`config.mk`:
```
export PLATFORM = sky130hd
export DESIGN_NAME = ir_pulse_capture_flat
export DESIGN_NICKNAME = d
export VERILOG_FILES = /design/src/rtl/ir_pulse_capture_if.sv /design/src/rtl/ir_pulse_capture.sv /design/src/flat_wrapper.sv
export SDC_FILE = /design/constraint.sdc
export NUM_CORES = 1
export LEC_CHECK = 0
export ABC_AREA = 1
export CORE_ASPECT_RATIO = 0.6
export CORE_UTILIZATION = 50
export CTS_CLUSTER_DIAMETER = 60
export DETAILED_ROUTE_END_ITERATION = 7
export PLACE_DENSITY = 0.7
export SKIP_CTS_REPAIR_TIMING = 1
export SLEW_MARGIN = 40
export SYNTH_ARGS = -nofsm -noshare
export SYNTH_HDL_FRONTEND = slang
export SYNTH_SLANG_ARGS = --single-unit
```
`constraint.sdc`:
```
create_clock -name clock_in -period 3.5 [get_ports clock_in]
set_clock_uncertainty 0.15 [all_clocks]
set_input_delay 0.35 -clock clock_in [delete_from_list [all_inputs] [get_ports clock_in]]
set_output_delay 0.35 -clock clock_in [all_outputs]
set_load 0.02 [all_outputs]
```
`src/rtl/ir_pulse_capture_if.sv`:
```
// Event handshake bundle between the IR pulse capture block and its consumer.
// The master drives one mark/space event at a time.
// The slave accepts it with event_ready_in.
interface ir_pulse_capture_if #(
    parameter int DUR_WIDTH = 16
);
    logic                 event_valid_out;
    logic                 event_ready_in;
    logic                 event_mark_out;
    logic [DUR_WIDTH-1:0] event_duration_out;

    modport master (
        output event_valid_out,
        output event_mark_out,
        output event_duration_out,
        input  event_ready_in
    );

    modport slave (
        input  event_valid_out,
        input  event_mark_out,
        input  event_duration_out,
        output event_ready_in
    );
endinterface

```
`src/rtl/ir_pulse_capture.sv`:
```
// IR pulse capture.
// Synchronises a raw carrier-modulated IR input and measures the carrier
// half-period in the transmitter's compare-value encoding (cycles-1).
// Segments the input into mark/space events and offers them through a
// one-entry output buffer with a valid/ready handshake.
module ir_pulse_capture #(
    parameter int WIDTH      = 8,
    parameter int DUR_WIDTH  = 16,
    parameter int GAP_CYCLES = 255
) (
    input  logic             clock_in,
    input  logic             reset_n_in,
    input  logic             enable_in,
    input  logic             ir_in,
    input  logic             clear_overflow_in,
    output logic [WIDTH-1:0] carrier_ocr_out,
    output logic             carrier_valid_out,
    output logic             overflow_out,
    ir_pulse_capture_if.master evt
);

    localparam logic [DUR_WIDTH-1:0] DUR_MAX = '1;
    localparam logic [DUR_WIDTH-1:0] GAP     = DUR_WIDTH'(GAP_CYCLES);
    localparam logic [DUR_WIDTH-1:0] OCR_MAX = {{(DUR_WIDTH-WIDTH){1'b0}}, {WIDTH{1'b1}}};

    typedef enum logic [1:0] {
        ST_IDLE,
        ST_MARK,
        ST_SPACE
    } state_t;

    state_t               state_reg;
    logic                 sync1_reg;
    logic                 sync2_reg;
    logic                 dly_reg;
    logic [DUR_WIDTH-1:0] since_edge_reg;
    logic [DUR_WIDTH-1:0] mark_len_reg;

    logic                 ir_edge;
    logic [DUR_WIDTH-1:0] interval;
    logic [DUR_WIDTH:0]   mark_sum;
    logic [DUR_WIDTH-1:0] mark_len_next;
    logic [WIDTH-1:0]     carrier_next;
    logic                 emit;
    logic                 emit_mark;
    logic [DUR_WIDTH-1:0] emit_dur;
    logic                 accept;
    logic                 load;
    logic                 drop;

    // Input synchroniser plus delay flop; runs independently of enable_in
    always_ff @(posedge clock_in or negedge reset_n_in) begin
        if (!reset_n_in) begin
            sync1_reg <= 1'b0;
            sync2_reg <= 1'b0;
            dly_reg   <= 1'b0;
        end else begin
            sync1_reg <= ir_in;
            sync2_reg <= sync1_reg;
            dly_reg   <= sync2_reg;
        end
    end

    assign ir_edge = sync2_reg ^ dly_reg;

    // Interval since the previous edge, saturating mark accumulation and carrier encoding
    always_comb begin
        interval      = (since_edge_reg == DUR_MAX) ? DUR_MAX : since_edge_reg + DUR_WIDTH'(1);
        mark_sum      = {1'b0, mark_len_reg} + {1'b0, interval};
        mark_len_next = mark_sum[DUR_WIDTH] ? DUR_MAX : mark_sum[DUR_WIDTH-1:0];
        carrier_next  = (since_edge_reg > OCR_MAX) ? OCR_MAX[WIDTH-1:0] : since_edge_reg[WIDTH-1:0];
    end

    // Decide whether this cycle produces an event, and which one
    always_comb begin
        emit      = 1'b0;
        emit_mark = 1'b0;
        emit_dur  = '0;
        if (enable_in) begin
            case (state_reg)
                ST_MARK: begin
                    if (!ir_edge && since_edge_reg == GAP) begin
                        emit      = 1'b1;
                        emit_mark = 1'b1;
                        emit_dur  = mark_len_reg;
                    end
                end
                ST_SPACE: begin
                    if (ir_edge) begin
                        emit     = 1'b1;
                        emit_dur = interval;
                    end else if (since_edge_reg == DUR_MAX) begin
                        emit     = 1'b1;
                        emit_dur = DUR_MAX;
                    end
                end
                default: ;
            endcase
        end
    end

    assign accept = evt.event_valid_out & evt.event_ready_in;
    assign load   = emit & (~evt.event_valid_out | evt.event_ready_in);
    assign drop   = emit & ~load;

    // Segmentation FSM with edge timer, mark accumulator and carrier measurement
    always_ff @(posedge clock_in or negedge reset_n_in) begin
        if (!reset_n_in) begin
            state_reg         <= ST_IDLE;
            since_edge_reg    <= '0;
            mark_len_reg      <= '0;
            carrier_ocr_out   <= '0;
            carrier_valid_out <= 1'b0;
        end else if (!enable_in) begin
            // carrier_ocr_out deliberately keeps the last measurement
            state_reg         <= ST_IDLE;
            since_edge_reg    <= '0;
            mark_len_reg      <= '0;
            carrier_valid_out <= 1'b0;
        end else begin
            if (ir_edge) begin
                since_edge_reg <= '0;
            end else if (since_edge_reg != DUR_MAX) begin
                since_edge_reg <= since_edge_reg + DUR_WIDTH'(1);
            end
            case (state_reg)
                ST_IDLE: begin
                    if (ir_edge) begin
                        state_reg    <= ST_MARK;
                        mark_len_reg <= '0;
                    end
                end
                ST_MARK: begin
                    if (ir_edge) begin
                        mark_len_reg      <= mark_len_next;
                        carrier_ocr_out   <= carrier_next;
                        carrier_valid_out <= 1'b1;
                    end else if (since_edge_reg == GAP) begin
                        state_reg <= ST_SPACE;
                    end
                end
                ST_SPACE: begin
                    if (ir_edge) begin
                        state_reg    <= ST_MARK;
                        mark_len_reg <= '0;
                    end else if (since_edge_reg == DUR_MAX) begin
                        state_reg <= ST_IDLE;
                    end
                end
                default: state_reg <= ST_IDLE;
            endcase
        end
    end

    // One-entry event buffer with sticky overflow; a drop beats a clear
    always_ff @(posedge clock_in or negedge reset_n_in) begin
        if (!reset_n_in) begin
            evt.event_valid_out    <= 1'b0;
            evt.event_mark_out     <= 1'b0;
            evt.event_duration_out <= '0;
            overflow_out           <= 1'b0;
        end else begin
            if (load) begin
                evt.event_valid_out    <= 1'b1;
                evt.event_mark_out     <= emit_mark;
                evt.event_duration_out <= emit_dur;
            end else if (accept) begin
                evt.event_valid_out <= 1'b0;
            end
            if (drop) begin
                overflow_out <= 1'b1;
            end else if (clear_overflow_in) begin
                overflow_out <= 1'b0;
            end
        end
    end

endmodule

```
`src/flat_wrapper.sv`:
```
// flat-port wrapper written by rule: the top's interface ports become plain ports
module ir_pulse_capture_flat 
#(
    parameter int WIDTH      = 8,
    parameter int DUR_WIDTH  = 16,
    parameter int GAP_CYCLES = 255
)
  (clock_in, reset_n_in, enable_in, ir_in, clear_overflow_in, carrier_ocr_out, carrier_valid_out, overflow_out, evt_event_valid_out, evt_event_mark_out, evt_event_duration_out, evt_event_ready_in);
  ir_pulse_capture_if #(.DUR_WIDTH(DUR_WIDTH)) evt_i ();
  input  logic clock_in;
  input  logic reset_n_in;
  input  logic enable_in;
  input  logic ir_in;
  input  logic clear_overflow_in;
  output logic [WIDTH-1:0] carrier_ocr_out;
  output logic carrier_valid_out;
  output logic overflow_out;
  output wire logic [$bits(evt_i.event_valid_out)-1:0] evt_event_valid_out;
  output wire logic [$bits(evt_i.event_mark_out)-1:0] evt_event_mark_out;
  output wire logic [$bits(evt_i.event_duration_out)-1:0] evt_event_duration_out;
  input wire logic [$bits(evt_i.event_ready_in)-1:0] evt_event_ready_in;
  assign evt_event_valid_out = evt_i.event_valid_out;
  assign evt_event_mark_out = evt_i.event_mark_out;
  assign evt_event_duration_out = evt_i.event_duration_out;
  assign evt_i.event_ready_in = evt_event_ready_in;
  ir_pulse_capture #(.WIDTH(WIDTH), .DUR_WIDTH(DUR_WIDTH), .GAP_CYCLES(GAP_CYCLES)) u_core (.clock_in(clock_in), .reset_n_in(reset_n_in), .enable_in(enable_in), .ir_in(ir_in), .clear_overflow_in(clear_overflow_in), .carrier_ocr_out(carrier_ocr_out), .carrier_valid_out(carrier_valid_out), .overflow_out(overflow_out), .evt(evt_i));
endmodule
```
==> impl_metrics.toml <==
[pwr]
p_leak_nw = 2.756
seqPwrFrac_pct = 38.8
power_density_nw_per_um2 = 449.9
power_switching_uw = 716.2
intPower_mw = 1.540
pwr-share-clk_pct = 37.8
ir_drop_mv = 0.2913
switching_share_pct = 31.75
pwr-share-comb_pct = 23.3

[logic_synthesis]
synthFlopType = "dfrtp_1"
synth_top_area_share_pct = 38.09
synth_cell_type_count = 34
yosysWarnings = 0
ys_ff_latch = 65
yosysMostFrequentCell = "nand2_1"
synth_nets = 647
synthesis.area_um2 = 4270
synth.area.top_cells = "dfrtp_1 (38%), nand2_1 (22%), ha_1 (6.4%)"
async_reset_ff_share_pct = 100.0
synth_edf_count = 0
synth_seq_area_share_pct = 38.09
yosysTopAreaCell = "dfrtp_1"
synth_common_cells = "nand2_1 (248), inv_1 (73), dfrtp_1 (65), nor2_1 (50), nand3_1 (35)"
synthesis.instances = 618
avgSynthCellArea_um2 = 6.910

[sta]
setup_tns_ns = 0
maxSlewViolCount = 0
whs_ns = 0.1996
max_slew.worst_pin.slew_ns = 0.6040
min_period_ns = 3.236
max_clock_freq_ghz = 0.3090
slew_headroom_pct = 59.73
finalSetupViolCount = 0
period_share_pct = 92.46
finalHoldViolCount = 0
rsz0062_at_grt = "no"

[setup_path]
cp-start-kind = "flop"
path_max_fanout = 7
critPathRequiredTime_ns = 3.62
critPathArrivalTime_ns = 3.36
end_kind = "flop"
critPathKind = "reg2reg"

[global_route]
grt_pass1_wl_um = 18720
grt_max_degree = 44
grt_pass1_vias = 3620
gr-total-overflow = 0
grt_usage_pct = 28.00
antenna_found_initial = 0

[final_layout]
area_growth_pct = 17.40
fillers = 726
diodes = 0
fin_nets = 688
drive_gt1_share_pct = 7.681

[floorplan]
fp.dieW_um = 121.3
start_util_pct = 52.91
rows = 25
ios = 34
dieHeight_um = 73.59
core-area_um2 = 8070
die_area_um2 = 8927

[placed_design]
gp_congestion = 0.9515
io_buffers = 33
detailed_place_hpwl_um = 8377

[drt]
wl_per_cell_um = 14.75
drt_iter0_markers = 424
vias = 4002
drc = 0
vias_per_cell = 5.184
ant_nets = 0
first_pass_iters = 4
wl_um = 11390

[cts]
cts.clk_slew.worst_paths_ns = 0.06
tritoncts = "built"
cts_buffers = 9
cts_sinks = 65
h-tree-depth = 3
cts_buffer_depth = 2
cts-root-buf = "clkbuf_16"
insertion_delay_ns = 0.33

[run_status]
status = "completed"

[flow_run]
cap_viol_max_count = 0

[min_path]
hold_class = "reg2reg"
[power groups by stage]
stage          registers [mW]  logic, mW  clock network, mW
6_report                0.876      0.526              0.854
5_1_grt                 0.889      0.585              0.900
4_1_cts                 0.877      0.524              0.867
3_5_place_dp            0.890      0.519                  0
3_3_place_gp            0.885      0.517                  0
2_1_floorplan           0.950      0.251                  0
[kinds of logic (layout without fill, tap and decap cells)]
group	after synthesis	in the layout	synth area share (%)
XOR/XNOR	14	14	2.871
buffers and inverters	90	136	8.701
flip-flops	65	65	38.09
AO/OA/AOI/OAI	66	66	8.087
adder cells (fa/ha/maj)	23	23	6.915
AND/OR/NAND/NOR	360	360	35.34
[worst max-delay path, cell delays in order, from the launching register on]
cell,delay (ns)
dfrtp_1,0.43
ha_1,0.26
nand2_2,0.08
nor2_4,0.15
nand2_4,0.09
nor2_4,0.21
nor2_1,0.09
inv_1,0.08
ha_1,0.16
inv_1,0.05
fa_1,0.43
o21ai_0,0.30
nand2_1,0.08
nand2_1,0.13
a21oi_1,0.09
buf_4,0.17
nand3_1,0.08
nand2_1,0.06
nand2_1,0.06
[metrics by stage]
stage	std cells	util, %	cell area (um2)	worst slack [ns]	total power [mW]
4_1_cts	771	61.94	4999	0.2145	2.269
3_3_place_gp	755	58.40	4713	0.3389	1.402
3_5_place_dp	755	58.43	4716	0.2540	1.409
5_1_grt	772	62.12	5014	0.003456	2.374
2_1_floorplan	618	-	4270	0.6905	1.202
6_report	772	62.12	5014	0.2639	2.256
[metal layers]
metal	up-vias	global-route usage (%)	share of wire [%]
met5	-	0	0
met1	1832	44.50	53
met2	146	37.06	39
met4	0	7.682	0.83
met3	12	6.056	7.9
li1	2012	-	-
[final timing paths]
check | start | end | slack (ns) | depth (start not counted)
setup / recovery | u_core.since_edge_reg[0]$_DFFE_PN0P_ | u_core.mark_len_reg[14]$_DFFE_PN0P_ | 0.26 | 18
hold / removal | u_core.sync1_reg$_DFF_PN0_ | u_core.sync2_reg$_DFF_PN0_ | 0.20 | 0
min in group asynchronous | reset_n_in | u_core.carrier_ocr_out[0]$_DFFE_PN0P_ | 0.43 | 2
hold reg to reg | u_core.sync1_reg$_DFF_PN0_ | u_core.sync2_reg$_DFF_PN0_ | 0.20 | 0
max in group asynchronous | reset_n_in | u_core.overflow_out$_DFFE_PN0P_ | 2.17 | 3
setup reg to reg | u_core.since_edge_reg[0]$_DFFE_PN0P_ | u_core.mark_len_reg[14]$_DFFE_PN0P_ | 0.26 | 18
[area by class of cell]
cell class              instances  area (um2)  area share (%)
flip-flops and latches         65        1627           32.44
clock buffers                  11       252.7           5.041
well taps                     108       135.1           2.695
multi-input cells             463        2277           45.42
inverters                      78       294.0           5.865
repair buffers                 42       397.9           7.936
clock inverters                 5       30.03          0.5990
[cells in the final DEF (no fill, tap or decap), types with 2 or more instances in the layout]
master,instances
nand3b_1,2
clkinvlp_4,2
o21ai_2,3
o21ai_1,11
inv_1,73
inv_2,4
xor2_1,10
nor3_1,3
buf_4,9
nand4_1,3
a21oi_1,27
nor2_1,50
nand3_1,34
nor2_4,4
nand2_1,248
clkbuf_8,2
o21ai_0,23
clkinv_2,4
xnor2_1,4
nand2_2,6
ha_1,22
nand3_2,3
clkbuf_16,9
clkdlybuf4s50_1,32
nor2_2,2
dfrtp_1,65
Power figures use the tool's default switching activity.
